**config.mk**
```make
export PLATFORM = sky130hd
export DESIGN_NAME = mem_port_arbiter
export DESIGN_NICKNAME = d
export VERILOG_FILES = /design/src/rtl/cpu_mem_pkg.sv /design/src/rtl/llsc_resv.sv /design/src/rtl/mem_port_arbiter.sv
export SDC_FILE = /design/constraint.sdc
export NUM_CORES = 1
export LEC_CHECK = 0
export BUFFER_PORTS_ARGS = -buffer_cell sky130_fd_sc_hd__buf_4
export CAP_MARGIN = 15
export CORE_MARGIN = 2
export CORE_UTILIZATION = 54
export CTS_CLUSTER_SIZE = 25
export DETAILED_ROUTE_END_ITERATION = 6
export GPL_TIMING_DRIVEN = 0
export PLACE_DENSITY_LB_ADDON = 0.05
export SLEW_MARGIN = 10
export SYNTH_ARGS = -nofsm -noshare
export SYNTH_HDL_FRONTEND = slang
export SYNTH_SLANG_ARGS = --single-unit
```
**constraint.sdc**
```tcl
create_clock -name clk -period 10.3 [get_ports clk]
set_input_delay 1.03 -clock clk [delete_from_list [all_inputs] [get_ports clk]]
set_output_delay 1.03 -clock clk [all_outputs]
set_load 0.01 [all_outputs]
```
**src/rtl/cpu_mem_pkg.sv**
```systemverilog
// Shared types for the unified memory-port arbiter and its LL/SC reservation tracker.
package cpu_mem_pkg;

   typedef enum logic [1:0] {IDLE, BUS_IF, BUS_MEM, RESP} arb_state_t;
   typedef enum logic {REQ_IF, REQ_MEM} requester_t;

   localparam logic [3:0] WORD_MASK_ALL = 4'b1111;

endpackage

```
**src/rtl/llsc_resv.sv**
```systemverilog
// Single LL/SC reservation register at word granularity with address compare.
module llsc_resv #(
   parameter int AW = 30
) (
   input  logic          clk,
   input  logic          rst,
   input  logic          set,
   input  logic          clear,
   input  logic          store_done,
   input  logic [AW-1:0] addr,
   output logic          resv_valid,
   output logic          addr_match
);

   logic [AW-1:0] resvAddr;

   assign addr_match = (addr == resvAddr);

   // Clear wins over set; a plain store only kills a reservation on its own word.
   always_ff @(posedge clk or posedge rst) begin
      if (rst) begin
         resv_valid <= 1'b0;
         resvAddr   <= '0;
      end else if (clear) begin
         resv_valid <= 1'b0;
      end else if (set) begin
         resv_valid <= 1'b1;
         resvAddr   <= addr;
      end else if (store_done && addr_match) begin
         resv_valid <= 1'b0;
      end
   end

endmodule

```
**src/rtl/mem_port_arbiter.sv**
```systemverilog
// Arbitrates one single-ported memory bus between instruction fetch and data access,
// with starvation protection for fetch and LL/SC store-conditional resolution.
module mem_port_arbiter
   import cpu_mem_pkg::*;
#(
   parameter int STARVE_LIMIT = 4,
   parameter int ADDR_W       = 32
) (
   input  logic              clk,
   input  logic              rst,
   input  logic              if_req,
   input  logic [ADDR_W-1:0] if_addr,
   output logic              if_ready,
   output logic [31:0]       if_rdata,
   input  logic              mem_req,
   input  logic              mem_we,
   input  logic              mem_atomic,
   input  logic [3:0]        mem_mask,
   input  logic [ADDR_W-1:0] mem_addr,
   input  logic [31:0]       mem_wdata,
   output logic              mem_ready,
   output logic [31:0]       mem_rdata,
   output logic              mem_sc_ok,
   output logic              bus_valid,
   output logic              bus_we,
   output logic [3:0]        bus_mask,
   output logic [ADDR_W-1:0] bus_addr,
   output logic [31:0]       bus_wdata,
   input  logic              bus_ready,
   input  logic [31:0]       bus_rdata
);

   arb_state_t          state, nextState;
   requester_t          grantee;
   logic [3:0]          starveCnt;
   logic                curLl, curSc, scOkR;
   logic [31:0]         ifRdataR, memRdataR;
   logic                busWeR;
   logic [3:0]          busMaskR;
   logic [ADDR_W-1:0]   busAddrR;
   logic [31:0]         busWdataR;
   logic                scReq, forceIf, grantMem, grantIf, scFail, scPass;
   logic                resvValid, resvMatch, resvSet, resvClear, storeDone;
   logic [ADDR_W-3:0]   resvAddrIn;

   // The reservation is queried with the live request in IDLE, updated with the held bus address later.
   assign resvAddrIn = (state == IDLE) ? mem_addr[ADDR_W-1:2] : busAddrR[ADDR_W-1:2];

   always_comb begin
      scReq    = mem_req && mem_we && mem_atomic;
      forceIf  = if_req && (starveCnt == 4'(STARVE_LIMIT));
      grantMem = (state == IDLE) && mem_req && !forceIf;
      grantIf  = (state == IDLE) && if_req && !grantMem;
      scPass   = resvValid && resvMatch;
      scFail   = grantMem && scReq && !scPass;
   end

   always_comb begin
      resvSet   = (state == BUS_MEM) && bus_ready && curLl;
      storeDone = (state == BUS_MEM) && bus_ready && busWeR && !curSc;
      resvClear = grantMem && scReq;
   end

   llsc_resv #(.AW(ADDR_W-2)) u_resv (
      .clk        (clk),
      .rst        (rst),
      .set        (resvSet),
      .clear      (resvClear),
      .store_done (storeDone),
      .addr       (resvAddrIn),
      .resv_valid (resvValid),
      .addr_match (resvMatch)
   );

   always_ff @(posedge clk or posedge rst) begin
      if (rst) state <= IDLE;
      else     state <= nextState;
   end

   always_comb begin
      nextState = state;
      case (state)
         IDLE: begin
            if (grantMem)     nextState = scFail ? RESP : BUS_MEM;
            else if (grantIf) nextState = BUS_IF;
         end
         BUS_IF, BUS_MEM: if (bus_ready) nextState = RESP;
         RESP:            nextState = IDLE;
         default:         nextState = IDLE;
      endcase
   end

   // Grant capture: bus fields are frozen here and held until the response.
   always_ff @(posedge clk or posedge rst) begin
      if (rst) begin
         grantee   <= REQ_IF;
         starveCnt <= '0;
         curLl     <= 1'b0;
         curSc     <= 1'b0;
         scOkR     <= 1'b0;
         busWeR    <= 1'b0;
         busMaskR  <= '0;
         busAddrR  <= '0;
         busWdataR <= '0;
         ifRdataR  <= '0;
         memRdataR <= '0;
      end else begin
         if (grantMem) begin
            grantee   <= REQ_MEM;
            busWeR    <= mem_we;
            busMaskR  <= mem_mask;
            busAddrR  <= mem_addr;
            busWdataR <= mem_wdata;
            curLl     <= mem_atomic && !mem_we;
            curSc     <= scReq;
            scOkR     <= scReq && scPass;
            if (scFail) memRdataR <= '0;
            if (if_req) starveCnt <= (starveCnt == 4'hF) ? starveCnt : starveCnt + 4'd1;
         end else if (grantIf) begin
            grantee   <= REQ_IF;
            busWeR    <= 1'b0;
            busMaskR  <= WORD_MASK_ALL;
            busAddrR  <= if_addr;
            busWdataR <= '0;
            curLl     <= 1'b0;
            curSc     <= 1'b0;
            scOkR     <= 1'b0;
            starveCnt <= '0;
         end
         if (bus_ready && (state == BUS_IF))  ifRdataR  <= bus_rdata;
         if (bus_ready && (state == BUS_MEM)) memRdataR <= bus_rdata;
      end
   end

   assign bus_valid = (state == BUS_IF) || (state == BUS_MEM);
   assign bus_we    = busWeR;
   assign bus_mask  = busMaskR;
   assign bus_addr  = busAddrR;
   assign bus_wdata = busWdataR;
   assign if_ready  = (state == RESP) && (grantee == REQ_IF);
   assign mem_ready = (state == RESP) && (grantee == REQ_MEM);
   assign mem_sc_ok = mem_ready && scOkR;
   assign if_rdata  = ifRdataR;
   assign mem_rdata = memRdataR;

endmodule
```
After elaboration in Yosys (flattened, before gate mapping)
Index checks and enable logic that the tools add are counted.
{ "word_totals": {"ff_bits": 174, "in_bits": 139, "out_inout_bits": 137, "word_cells": 92} }
{ "op_classes": {"n_addsub": 1, "n_eq_ne": 10, "muxes": 28, "n_bitwise": 2, "reduce_logical": 37} }
{ "ops": {"columns": ["op", "count"], "rows": [
  ["32-bit two-way mux", 7],
  ["30-bit == test", 1],
  ["30-bit two-way mux", 1],
  ["4-bit two-way mux", 6],
  ["1-bit logical AND", 21],
  ["1-bit two-way mux", 10],
  ["2-bit two-way mux", 3],
  ["2-bit inequality test, second input constant", 3],
  ["2-bit case mux with 3 select lines", 1],
  ["2-bit AND reduction", 3],
  ["2-bit nonzero test", 3],
  ["1-bit zero test", 5],
  ["4-bit by 1-bit adder with 4-bit output, second input constant", 1],
  ["2-bit == test, second input constant", 2],
  ["4-bit by 3-bit == test with 1-bit output, second input constant", 1],
  ["4-bit == test, second input constant", 1],
  ["3-bit inequality test, second input constant", 1],
  ["3-bit AND reduction", 1],
  ["3-bit nonzero test", 1],
  ["2-bit by 1-bit == test with 1-bit output, second input constant", 1],
  ["2-bit zero test", 1],
  ["1-bit inverter", 2],
  ["2-bit OR reduction", 1],
  ["1-bit logical OR", 1]
]} }

Logic depth before layout (Yosys ltp)
Gate-level depths: netlist of the first run.
{ "logic_depth": {"word_depth": 9, "depth_mapped": 11, "ltp_nobuf": 8} }

By module
A second synthesis of the first run with hierarchy kept.
{ "unflattened": {"cells_unflattened": 700, "hier_area_um2": 8136.6} }
{ "by_module_without_submodules": {"columns": ["module", "n_inst", "cells_per_inst", "area_each_um2", "seq_area_each_um2"], "rows": [
  ["mem_port_arbiter", 1, 589, 6631.4, 3578.4],
  ["llsc_resv", 1, 111, 1505.2, 775.7]
]} }

Worst setup path after synthesis of the first run
Ideal clock, no wire load.
{ "synth_timing": {"path_kind": "input -> register", "from": "in if_req", "to": "reg memRdataR[0] (netlist: mem_rdata[0])", "setup_time_ps": 144, "t_arrival_ps": 2364, "required_ps": 10156, "path_slack_ps": 7793, "cell_stages": 7, "path_buffers": 2, "cell_sequence": "nand4b_1 > and3_1 > buf_2 > nand3_1 > a21oi_1 > clkbuf_1 > a21oi_2"} }
{ "synth_via": {"elab_chain_cells": 7, "word_cells_on_any_way": 8, "classes_between": "reduce/logical: 8"} }
{ "synth_rtl": {"columns": ["item", "line", "rtl"], "rows": [
  ["start, declared", "mem_port_arbiter.sv:11", "input logic if_req,"],
  ["1-bit logical AND *", "mem_port_arbiter.sv:51", "forceIf = if_req && (starveCnt == 4'(STARVE_LIMIT));"],
  ["1-bit zero test *", "mem_port_arbiter.sv:52", "grantMem = (state == IDLE) && mem_req && !forceIf;"],
  ["1-bit logical AND *", "mem_port_arbiter.sv:52", null],
  ["1-bit logical AND (2 in a row)", "mem_port_arbiter.sv:55", "scFail = grantMem && scReq && !scPass;"],
  ["2-bit nonzero test (no line)", null, null],
  ["2-bit AND reduction (no line) *", null, null],
  ["end signal, assigned", "mem_port_arbiter.sv:131", "if (bus_ready && (state == BUS_MEM)) memRdataR <= bus_rdata;"],
  ["end, declared", "mem_port_arbiter.sv:37", "logic [31:0] ifRdataR, memRdataR;"]
]} }
Every way passes the cells marked *; elsewhere a longest branch is shown, timed or not.
A chain may end at the register's enable or synchronous reset.

Worst setup path after layout of the first run
{ "layout_timing": {"from": "reg state[0]", "to": "reg busAddrR[4] (netlist: bus_addr[4])"} }
{ "layout_via": {"elab_chain_cells": 6, "word_cells_on_any_way": 8, "classes_between": "mux: 1; reduce/logical: 7"} }
{ "layout_rtl": {"columns": ["item", "line", "rtl"], "rows": [
  ["start, declared", "mem_port_arbiter.sv:33", "arb_state_t state, nextState;"],
  ["start signal, assigned", "mem_port_arbiter.sv:77", "else state <= nextState;"],
  ["2-bit zero test *", "mem_port_arbiter.sv:52, mem_port_arbiter.sv:53", null],
  ["1-bit logical AND (2 in a row)", "mem_port_arbiter.sv:52", null],
  ["1-bit zero test", "mem_port_arbiter.sv:53", "grantIf = (state == IDLE) && if_req && !grantMem;"],
  ["1-bit logical AND", "mem_port_arbiter.sv:53", null],
  ["2-bit nonzero test (no line)", null, null],
  ["end signal, assigned", "mem_port_arbiter.sv:112", "busAddrR <= mem_addr;"],
  ["end signal, assigned", "mem_port_arbiter.sv:123", "busAddrR <= if_addr;"],
  ["end, declared", "mem_port_arbiter.sv:40", "logic [ADDR_W-1:0] busAddrR;"]
]} }
Marks and branches as above.

==> qor.txt, run 1 <==
Clock sink count - 174
CP endpoint kind - flip-flop
Peak fanout along the critical path - 10
Gp weighted congestion - 0.824
Leakage - 5.45 nW
Antenna cell count - 0
Sequential-to-total area share from yosys stat - 55.3%
Least-Margin Pin Slew - 843 ps
Total of buffers placed on input and output ports - 275
Global-route wire length before repair - 34.8 mm
Hold Path Class - flip-flop to flip-flop
CP bufs+invs - 5
Data required time at the worst endpoint - 10640 ps
Proportion of power drawn by combinational gates - 45.0%
Commonest cells after routing, fill and taps aside - sky130_fd_sc_hd__buf_4, sky130_fd_sc_hd__nand2_1, sky130_fd_sc_hd__dfrtp_1, sky130_fd_sc_hd__mux2i_1, sky130_fd_sc_hd__o21ai_0
Initial DRC Count - 386
Part of the power in registers - 34.6%
Average wire per cell in the routed design - 17.3 um
Post-CTS clock slew at the launch and capture registers of the worst setup and hold paths - 60 ps
Adder-cell area share of the yosys netlist - 0.953%
FFs w/ async S/R, synth - 100%
Data arrival, critical path - 3250 ps
Share of synthesized area spent on multiplexers - 12.6%
CTS buffer count - 17
DRC errors left - 0
Average via count per standard cell - 5.39
CP peak stage delay - 660 ps
Post-synthesis share of cell area spent on and, or, nand and nor gates - 14.8%
Critical-path cell list - inv_1 -> ha_1 -> buf_6 -> buf_2 -> inv_1 -> nor2_1 -> clkbuf_1 -> nand2_1 -> a31oi_1
Layout cells sized above 1 - 36.1%
Outcome - finished clean
Xor and xnor fraction of the mapped netlist area - 3.33%
Internal power - 2.22 mW
Clock latency of the later-clocked register in the worst-skew pair - 430 ps
Number of primary I/O pins - 276
Antenna-violating nets left - 0
Post-route core utilization - 75.6%
Normalized max-slew margin - 43.6%
Reg2Reg Setup Slack - 7390 ps
Fin Setup TNS - 0 ps
Switching portion of total power - 36.1%
Gates resized, CTS repair - 0
Number of nets in the final layout - 1194
TritonRoute pass-1 iters - 5
Most used DFF post-synth - sky130_fd_sc_hd__dfrtp_1
Vertical die dimension - 125 um
H-tree level count - 4
Setup Crit Path Kind - flip-flop to flip-flop
Slowest cell on the critical path - sky130_fd_sc_hd__nor2_1
Area of the mapped netlist - 7880 um^2
HPWL after detailed placement - 15.5 mm
Synthesized-area fraction occupied by ao, oa, aoi and oai cells - 9.78%
Instance count of the mapped netlist - 754
Post-synthesis to final-layout area growth - 37.9%
Routed via count - 6706
Remaining global-route overflow - 0
YS warnings - 0
Post-synthesis area per instance - 10.5 um^2
Max-capacitance violation count - 0
Main combinational cell family by area after synthesis - simple AND/OR/NAND/NOR gates
#FFs+latches synth - 174
Clock group share of total power - 20.4%
Count of flip-flops with a built-in enable after synthesis - 0
DIE WIDTH - 125 um
RSZ-0062 raised after global routing - false
Most used cell, CP - sky130_fd_sc_hd__inv_1
Cts hold-fix bufs - 0
Leading cell type in the layout, fill and taps excluded - sky130_fd_sc_hd__buf_4
Initial antenna violation count - 0
Kind of cell adding the most delay to the critical path - buffers and inverters
Effective utilization at floorplan - 54.8%
Net switching component of the power - 1.26 mW
Time the final worst path needs with I/O delays and setup - 2910 ps
Final Hold Violating Endpoints - 0
Net Count, Synth - 899
Area of the core - 14400 um^2
Power density relative to cell area - 320 nW/um^2
Post-synth cell types - 37
Largest net degree at the start of global routing - 107
Clock Skews - 7.55 ps
Area of the die - 15600 um^2
Root Buffer - sky130_fd_sc_hd__clkbuf_16
Final clock period utilization by the worst path - 28.3%
TritonCTS clock tree - built
Clock tree buffer depth - 2
Number of rows in the core area - 44
Total routed wirelength - 21.6 mm
Peak clock frequency supported by timing - 344 MHz
Count of pins over their slew limit - 0
Startpoint class of the critical path - flip-flop
Total track usage - 28.2%
Vias in the first global route - 6616
Max VDD drop - 0.141 mV
Final Setup Violations - 0
Post-CTS setup buffer count - 0
-- worst reg2reg max path, delay by kind of cell (launching register included) --
kind / cells / cell delay (ps)
adders and majority gates: 1 / 210
buffers and inverters: 5 / 1240
DFF: 1 / 410
and+or+nand+nor: 2 / 780
AOI/OAI and AO/OA: 1 / 190
-- synthesized netlist by cell type (2+ instances only) --
master                       n  area, um^2
sky130_fd_sc_hd__nor2b_1     2        12.5
sky130_fd_sc_hd__nand2_1   181         679
sky130_fd_sc_hd__nor2_1     36         135
sky130_fd_sc_hd__mux2_2     32         360
sky130_fd_sc_hd__nand3_1    39         195
sky130_fd_sc_hd__a21oi_1     7        35.0
sky130_fd_sc_hd__mux2i_1    59         591
sky130_fd_sc_hd__nor4_1      7        43.8
sky130_fd_sc_hd__a21oi_2    30         263
sky130_fd_sc_hd__inv_1       7        26.3
sky130_fd_sc_hd__xnor2_1    30         263
sky130_fd_sc_hd__a31oi_1    33         206
sky130_fd_sc_hd__buf_1       8        30.0
sky130_fd_sc_hd__o21ai_0    40         200
sky130_fd_sc_hd__and3_1      3        18.8
sky130_fd_sc_hd__nand4_1     2        12.5
sky130_fd_sc_hd__mux2i_2     3        41.3
sky130_fd_sc_hd__clkbuf_1   32         120
sky130_fd_sc_hd__ha_1        6        75.1
sky130_fd_sc_hd__buf_6       5        56.3
sky130_fd_sc_hd__buf_2       2        10.0
sky130_fd_sc_hd__and4_1      2        17.5
sky130_fd_sc_hd__dfrtp_1   174        4350
-- power by group through the flow --
stage / combinational (mW) / sequential [mW] / clock [mW]
CTS: 1.58 / 1.20 / 0.716
global route: 1.70 / 1.25 / 0.745
floorplan: 0.769 / 1.31 / 0
finish: 1.57 / 1.20 / 0.709
global placement: 1.54 / 1.20 / 0
detailed placement: 1.57 / 1.21 / 0
-- cells by family after synthesis --
kind of cell               after synthesis
DFF                                    174
muxes                                   94
AOI/OAI and AO/OA                      118
buffers and inverters                   55
adders and majority gates                6
and+or+nand+nor                        277
xor gates and xnor gates                30
-- area by class of cell --
| class | instances | area (um^2) |
|---|---|---|
| Buffer | 48 | 236 |
| Clock buffer | 20 | 467 |
| Clock inverter | 11 | 188 |
| Fill cell | 1058 | 3500 |
| Inverter | 7 | 33.8 |
| Multi-Input combinational cell | 525 | 3260 |
| Sequential cell | 174 | 4350 |
| Tap cell | 184 | 230 |
| Timing Repair Buffer | 276 | 2090 |
-- metal layers --
| metal | up-vias | GRT usage [%] | wire length [um] |
|---|---|---|---|
| met5 | - | 0 | 0 |
| met1 | 3270 | 37.6 | 9390 |
| met4 | 0 | 7.73 | 357 |
| met3 | 28 | 7.22 | 1350 |
| met2 | 244 | 46.3 | 10500 |
| li1 | 3164 | - | - |
-- worst paths after layout --
path	cells past startpoint	end	start
worst max-delay path	9	bus_addr[4]	state[0]
worst min-delay path	2	scOkR	scOkR
worst max register to register	9	bus_addr[4]	state[0]
worst min register to register	2	scOkR	scOkR
max in group asynchronous	3	bus_wdata[17]	rst
min in group asynchronous	2	bus_addr[9]	rst
-- per-stage QoR --
step	cell area, um^2	setup slack (ps)	hold slack [ps]	power [mW]	cells
after floorplan	7880	4550	443	2.07	754
after CTS	10900	7370	480	3.50	1245
after global placement	10200	2560	459	2.73	1213
after global routing	10900	7180	496	3.69	1245
after detailed placement	10200	7140	466	2.78	1214
final	10900	7390	479	3.48	1245
-- state kept, by name (all words and copies together) (netlist names), 2 cells and up --
register         count
bus_addr            32
bus_wdata           32
if_rdata            32
mem_rdata           32
u_resv.resvAddr     30
bus_mask             4
starveCnt            4
state                2
No activity file was read; power rests on OpenSTA's default activity.
==> run 2: changes to the inputs <==
--- a/config.mk
+++ b/config.mk
@@ -8,7 +8,7 @@
 export BUFFER_PORTS_ARGS = -buffer_cell sky130_fd_sc_hd__buf_4
 export CAP_MARGIN = 15
 export CORE_MARGIN = 2
-export CORE_UTILIZATION = 54
+export CORE_UTILIZATION = 50
 export CTS_CLUSTER_SIZE = 25
 export DETAILED_ROUTE_END_ITERATION = 6
 export GPL_TIMING_DRIVEN = 0
==> constraint.sdc (replaced) <==
create_clock -name clk -period 2.7 [get_ports clk]
set_input_delay 0.27 -clock clk [delete_from_list [all_inputs] [get_ports clk]]
set_output_delay 0.27 -clock clk [all_outputs]
set_load 0.01 [all_outputs]
==> run 2 against run 1 <==
Compared with the run above: maximum frequency increased by 8.4%; total power grew to 4.0 times the previous value; clock-buffer cell count rose by 1; via count is 1.4% higher; sequential cell count unchanged; utilization fell by 0.87 points; design area up 5.4%; register-to-register slack got worse by 7400 ps; largest cell class unchanged.
==> qor.txt, run 2 (synthesis gave the netlist of run 1 again) <==
Final Total Pwr - 13.9 mW (+300%)
Total of buffers placed on input and output ports - 275 (unchanged)
Clock sink count - 174 (unchanged)
Total routed wirelength - 22.5 mm (+4.6%)
Routed via count - 6802 (+1.4%)
Startpoint class of the critical path - flip-flop
Post-route core utilization - 74.7% (-0.87 points)
Clock latency of the later-clocked register in the worst-skew pair - 420 ps (about the same)
Number of rows in the core area - 45 (+2.3%)
Clock Skews - 8.22 ps (+0.671 ps)
Antenna cell count - 0 (unchanged)
Post-synthesis to final-layout area growth - 45.3%
Peak clock frequency supported by timing - 373 MHz (+8.4%)
Largest net degree at the start of global routing - 37 (-65%)
Total track usage - 26.0% (-2.2 points)
DRC errors left - 0 (unchanged)
Gp weighted congestion - 0.811 (-1.6%)
End of the worst register-to-register path - mem_rdata[27]
Average wire per cell in the routed design - 17.4 um (+0.38%)
Cell depth of the worst min-delay path - 3 (+1)
Root Buffer - sky130_fd_sc_hd__clkbuf_16
Placed instance count - 1245 (+2.6%)
Area of the core - 15300 um^2 (+6.6%)
Fin Setup TNS - 0 ps (unchanged)
Data arrival, critical path - 3030 ps (-220 ps)
Final Setup Violations - 0 (unchanged)
Vias in the first global route - 6656 (+0.60%)
Global-route wire length before repair - 33.9 mm (-2.7%)
Reg2Reg Setup Slack - 20 ps (-7370 ps)
Post-CTS clock slew at the launch and capture registers of the worst setup and hold paths - 60 ps (about the same)
Vertical die dimension - 130 um (+3.8%)
Max VDD drop - 0.620 mV (+340%)
Final Hold Violating Endpoints - 0 (unchanged)
Effective utilization at floorplan - 51.5% (-3.4 points)
Initial antenna violation count - 0 (unchanged)
Hold worst-path end - bus_wdata[6]
Number of nets in the final layout - 1218 (+2.0%)
Worst min-delay path startpoint - mem_wdata[6]
Power density relative to cell area - 1220 nW/um^2 (+280%)
Remaining global-route overflow - 0 (unchanged)
TritonRoute pass-1 iters - 5 (unchanged)
Peak fanout along the critical path - 10 (unchanged)
Count of pins over their slew limit - 0 (unchanged)
TritonCTS clock tree - built
DIE WIDTH - 130 um (+3.8%)
Initial DRC Count - 437 (+13%)
H-tree level count - 4 (unchanged)
CTS buffer count - 17 (unchanged)
Leakage - 5.66 nW (+3.8%)
Average via count per standard cell - 5.24 (-2.6%)
Layout cells sized above 1 - 40.1% (+4.0 points)
Hold Path Class - primary input to flip-flop
Antenna-violating nets left - 0 (unchanged)
Area of the die - 16800 um^2 (+7.7%)
Final clock period utilization by the worst path - 99.4% (+71 points)
Setup Crit Path Kind - flip-flop to flip-flop
Number of primary I/O pins - 276 (unchanged)
Cells on worst reg2reg path - 13 (+4)
Worst-case hold slack - 30.9 ps (-448 ps)
Commonest cells after routing, fill and taps aside - sky130_fd_sc_hd__buf_4, sky130_fd_sc_hd__nand2_1, sky130_fd_sc_hd__dfrtp_1, sky130_fd_sc_hd__mux2i_1, sky130_fd_sc_hd__o21ai_0
Worst R2R Start - state[0]
Normalized max-slew margin - 49.3% (+5.8 points)
Time the final worst path needs with I/O delays and setup - 2680 ps (-227 ps)
Least-Margin Pin Slew - 760 ps (-83.1 ps)
HPWL after detailed placement - 16.1 mm (+3.9%)
CP endpoint kind - flip-flop
Data required time at the worst endpoint - 3050 ps (-7590 ps)
Setup crit start - state[0]
Outcome - finished clean
Clock tree buffer depth - 2 (unchanged)
Max-capacitance violation count - 0 (unchanged)
Non-filler cells, final - 1297 (+4.2%)
Leading cell type in the layout, fill and taps excluded - sky130_fd_sc_hd__buf_4
run 2: cell types whose count changed in the layout (fill, tap and decap cells not counted), sizes merged:
cell         change
buf             +19
inv              -1
dlygate4sd3      +1
clkinv           +1
clkbuf           +5
run 2: layer usage:
layer  global-route usage [%]  vias to the layer above  part of all wire [%]
li1                         -                     3216                     -
met1                     34.1                     3303                    42
met2                     43.2                      255                    49
met3                     6.94                       28                   7.2
met4                     7.08                        0                   1.5
met5                        0                        -                     0
run 2: report_power, final:
part | internal [mW] | switching (mW)
Combinational | 3.38 | 3.25
Clock | 1.66 | 1.01
Sequential | 3.82 | 0.819
Total | 8.86 | 5.08
run 2: cell type report:
class	instances	area, um^2
plain buffers	48	289
clock buffers	21	450
clock inverters	11	189
fillers	1168	3870
inverters	7	30.0
multi-input cells	525	3460
flip-flops and latches	174	4350
well taps	211	264
repair buffers	300	2410
run 2: how the worst max path moves through the flow:
stage | end | depth (start not counted)
floorplan | bus_addr[0] | 1
global placement | bus_wdata[10] | 2
detailed placement | bus_addr[5] | 8
CTS | mem_rdata[27] | 11
global route | mem_rdata[16] | 13
finish | mem_rdata[27] | 13
run 2: timing repair:
| action | 4_1_cts | 5_1_grt |
|---|---|---|
| endpoints found under the setup margin | 64 | 67 |
| resized for setup | 16 | 46 |
| gates cloned | 0 | 3 |
| pin swaps | 2 | 5 |
| endpoints found under the hold margin | 20 | 0 |
| buffers inserted | 2 | 14 |
| hold buffers | 1 | 0 |
run 2: stage by stage:
stage | instance area, um^2 | setup slack, ps
finish | 11400 | 15.8
CTS | 11100 | 0.290
detailed placement | 10300 | -190
floorplan | 7880 | 205
global placement | 10200 | -903
global route | 11400 | -94.7
run 2: critical path, stage by stage, from the launching register on:
cell and delay, ps:
sky130_fd_sc_hd__dfrtp_1 410, sky130_fd_sc_hd__inv_2 120, sky130_fd_sc_hd__ha_4 170, sky130_fd_sc_hd__buf_12 140
sky130_fd_sc_hd__buf_12 150, sky130_fd_sc_hd__buf_12 150, sky130_fd_sc_hd__mux2i_2 280, sky130_fd_sc_hd__xnor2_1 120
sky130_fd_sc_hd__nor4_2 240, sky130_fd_sc_hd__and4_4 310, sky130_fd_sc_hd__nand3_4 80, sky130_fd_sc_hd__buf_12 150
sky130_fd_sc_hd__buf_12 150, sky130_fd_sc_hd__a21oi_2 140
==> run 3: changes to the inputs <==
--- a/config.mk
+++ b/config.mk
@@ -7,8 +7,10 @@
 export LEC_CHECK = 0
 export BUFFER_PORTS_ARGS = -buffer_cell sky130_fd_sc_hd__buf_4
 export CAP_MARGIN = 15
+export CELL_PAD_IN_SITES_DETAIL_PLACEMENT = 1
+export CELL_PAD_IN_SITES_GLOBAL_PLACEMENT = 1
 export CORE_MARGIN = 2
-export CORE_UTILIZATION = 50
+export CORE_UTILIZATION = 38
 export CTS_CLUSTER_SIZE = 25
 export DETAILED_ROUTE_END_ITERATION = 6
 export GPL_TIMING_DRIVEN = 0
==> run 3 against run 2 <==
Compared with the run above: clock power decreased by 7.9%; critical endpoint is now mem_rdata[17]; setup slack improved by 72 ps; sequential share of layout area decreased by 0.50 points; combinational power increased by 3.3%; critical path depth decreased by 1.
==> qor.txt, run 3 (synthesis gave the netlist of run 1 again) <==
Total track usage - 23.5% (-2.6 points)
Clock tree buffer depth - 2 (unchanged)
Cells on worst reg2reg path - 12 (-1)
Power density relative to cell area - 1200 nW/um^2 (-1.1%)
Clock sink count - 174 (unchanged)
Average wire per cell in the routed design - 18.8 um (+8.4%)
Number of nets in the final layout - 1224 (+0.49%)
Max VDD drop - 0.594 mV (-4.2%)
Root Buffer - sky130_fd_sc_hd__clkbuf_16
Least-Margin Pin Slew - 768 ps (+8.66 ps)
H-tree level count - 4 (unchanged)
Normalized max-slew margin - 48.8% (-0.58 points)
Vertical die dimension - 148 um (+14%)
DIE WIDTH - 148 um (+14%)
Area of the die - 21900 um^2 (+31%)
Total of buffers placed on input and output ports - 275 (unchanged)
Startpoint class of the critical path - flip-flop
TritonRoute pass-1 iters - 4 (-1)
Number of rows in the core area - 52 (+16%)
Number of primary I/O pins - 276 (unchanged)
CP endpoint kind - flip-flop
RSZ-0062 raised after global routing - true
Final Setup Violations - 0 (unchanged)
Worst-case hold slack - 22.1 ps (-8.83 ps)
Post-placement cell area - 10400 um^2 (+0.72%)
Commonest cells after routing, fill and taps aside - sky130_fd_sc_hd__buf_4, sky130_fd_sc_hd__nand2_1, sky130_fd_sc_hd__dfrtp_1, sky130_fd_sc_hd__mux2i_1, sky130_fd_sc_hd__o21ai_0
Global-route wire length before repair - 40.3 mm (+19%)
Outcome - finished clean
DRC errors left - 0 (unchanged)
Fin Setup TNS - 0 ps (unchanged)
Leading cell type in the layout, fill and taps excluded - sky130_fd_sc_hd__buf_4
Post-synthesis to final-layout area growth - 47.2%
Antenna-violating nets left - 0 (unchanged)
Area of the core - 20300 um^2 (+33%)
Gp weighted congestion - 0.793 (-2.1%)
Post-CTS clock slew at the launch and capture registers of the worst setup and hold paths - 70 ps (about the same)
Max-capacitance violation count - 0 (unchanged)
Average via count per standard cell - 5.00 (-4.6%)
Layout cells sized above 1 - 42.3% (+2.3 points)
Final standard cell area without fillers - 11600 um^2 (+1.3%)
Count of pins over their slew limit - 0 (unchanged)
Initial DRC Count - 201 (-54%)
Effective utilization at floorplan - 38.8% (-13 points)
Total routed wirelength - 25.6 mm (+14%)
Peak clock frequency supported by timing - 383 MHz (+2.7%)
Leakage - 5.70 nW (+0.75%)
Data required time at the worst endpoint - 3060 ps (about the same)
Hold Path Class - primary input to flip-flop
Clock latency of the later-clocked register in the worst-skew pair - 430 ps (about the same)
Peak fanout along the critical path - 6 (-4)
Remaining global-route overflow - 0 (unchanged)
Time the final worst path needs with I/O delays and setup - 2610 ps (-71.6 ps)
Setup Crit Path Kind - flip-flop to flip-flop
TritonCTS clock tree - built
Clock Skews - 11.9 ps (+3.69 ps)
Final Hold Violating Endpoints - 0 (unchanged)
Final Total Pwr - 14.0 mW (+0.19%)
Antenna cell count - 0 (unchanged)
Data arrival, critical path - 2970 ps (-60 ps)
Routed via count - 6815 (+0.19%)
CTS buffer count - 17 (unchanged)
Initial antenna violation count - 0 (unchanged)
HPWL after detailed placement - 18.3 mm (+14%)
Vias in the first global route - 7317 (+9.9%)
Final clock period utilization by the worst path - 96.8% (-2.7 points)
Largest net degree at the start of global routing - 38 (+2.7%)
Cell depth of the worst min-delay path - 3 (unchanged)
## run 3: worst paths after layout
kind                         startpoint             endpoint  slack (ps)
min in group asynchronous           rst         if_rdata[26]         400
setup / recovery               state[0]        mem_rdata[17]          90
hold reg to reg            bus_wdata[3]         bus_wdata[3]         500
max in group asynchronous           rst  u_resv.resvAddr[12]        1340
hold / removal             mem_wdata[1]         bus_wdata[1]          20
setup reg to reg               state[0]        mem_rdata[17]          90
## run 3: critical path, cell delays in order (launching register included)
cell,delay (ps)
sky130_fd_sc_hd__dfrtp_1,390
sky130_fd_sc_hd__inv_2,90
sky130_fd_sc_hd__ha_4,160
sky130_fd_sc_hd__buf_12,130
sky130_fd_sc_hd__buf_12,130
sky130_fd_sc_hd__buf_12,140
sky130_fd_sc_hd__mux2i_1,290
sky130_fd_sc_hd__xnor2_1,100
sky130_fd_sc_hd__nor4_1,250
sky130_fd_sc_hd__and4_4,320
sky130_fd_sc_hd__nand3_4,200
sky130_fd_sc_hd__clkbuf_16,230
sky130_fd_sc_hd__a21oi_2,110
## run 3: layer usage
| metal | vias to the layer above | routed length (um) | global-route usage [%] |
|---|---|---|---|
| li1 | 3233 | - | - |
| met1 | 3358 | 11500 | 31.5 |
| met2 | 197 | 12500 | 39.4 |
| met3 | 27 | 1350 | 4.20 |
| met4 | 0 | 308 | 6.38 |
| met5 | - | 0 | 0 |
## run 3: area by class of cell
type	instances	area (um^2)
fill	2277	8700
sequential	174	4350
multi-input combinational	526	3530
timing repair buffer	305	2470
clock buffer	17	425
tap	270	338
buffer	48	300
clock inverter	15	149
inverter	7	30.0
## run 3: stage by stage
step / cells / worst slack [ps] / util [%]
final: 1362 / 87.4 / 57.1
after detailed placement: 1304 / -286 / 51.2
after CTS: 1357 / 1.73 / 55.9
after floorplan: 754 / 205 / -
after global placement: 1299 / -1080 / 50.7
after global routing: 1362 / -51.1 / 57.1
## run 3: timing repair
action | 4_1_cts | 5_1_grt
pin swaps | 9 | 38
setup buffers | 19 | 2
endpoints found under the setup margin | 78 | 63
endpoints found under the hold margin | 15 | 0
hold buffers | 1 | 0
resized for setup | 50 | 40
cloned | 1 | 3
## run 3: where the power goes
| group | internal, mW | switching, mW | leakage [nW] |
|---|---|---|---|
| Sequential | 3.82 | 0.838 | 2.16 |
| Clock | 1.30 | 1.15 | 0.277 |
| Combinational | 3.48 | 3.37 | 3.26 |
| Total | 8.60 | 5.36 | 5.70 |
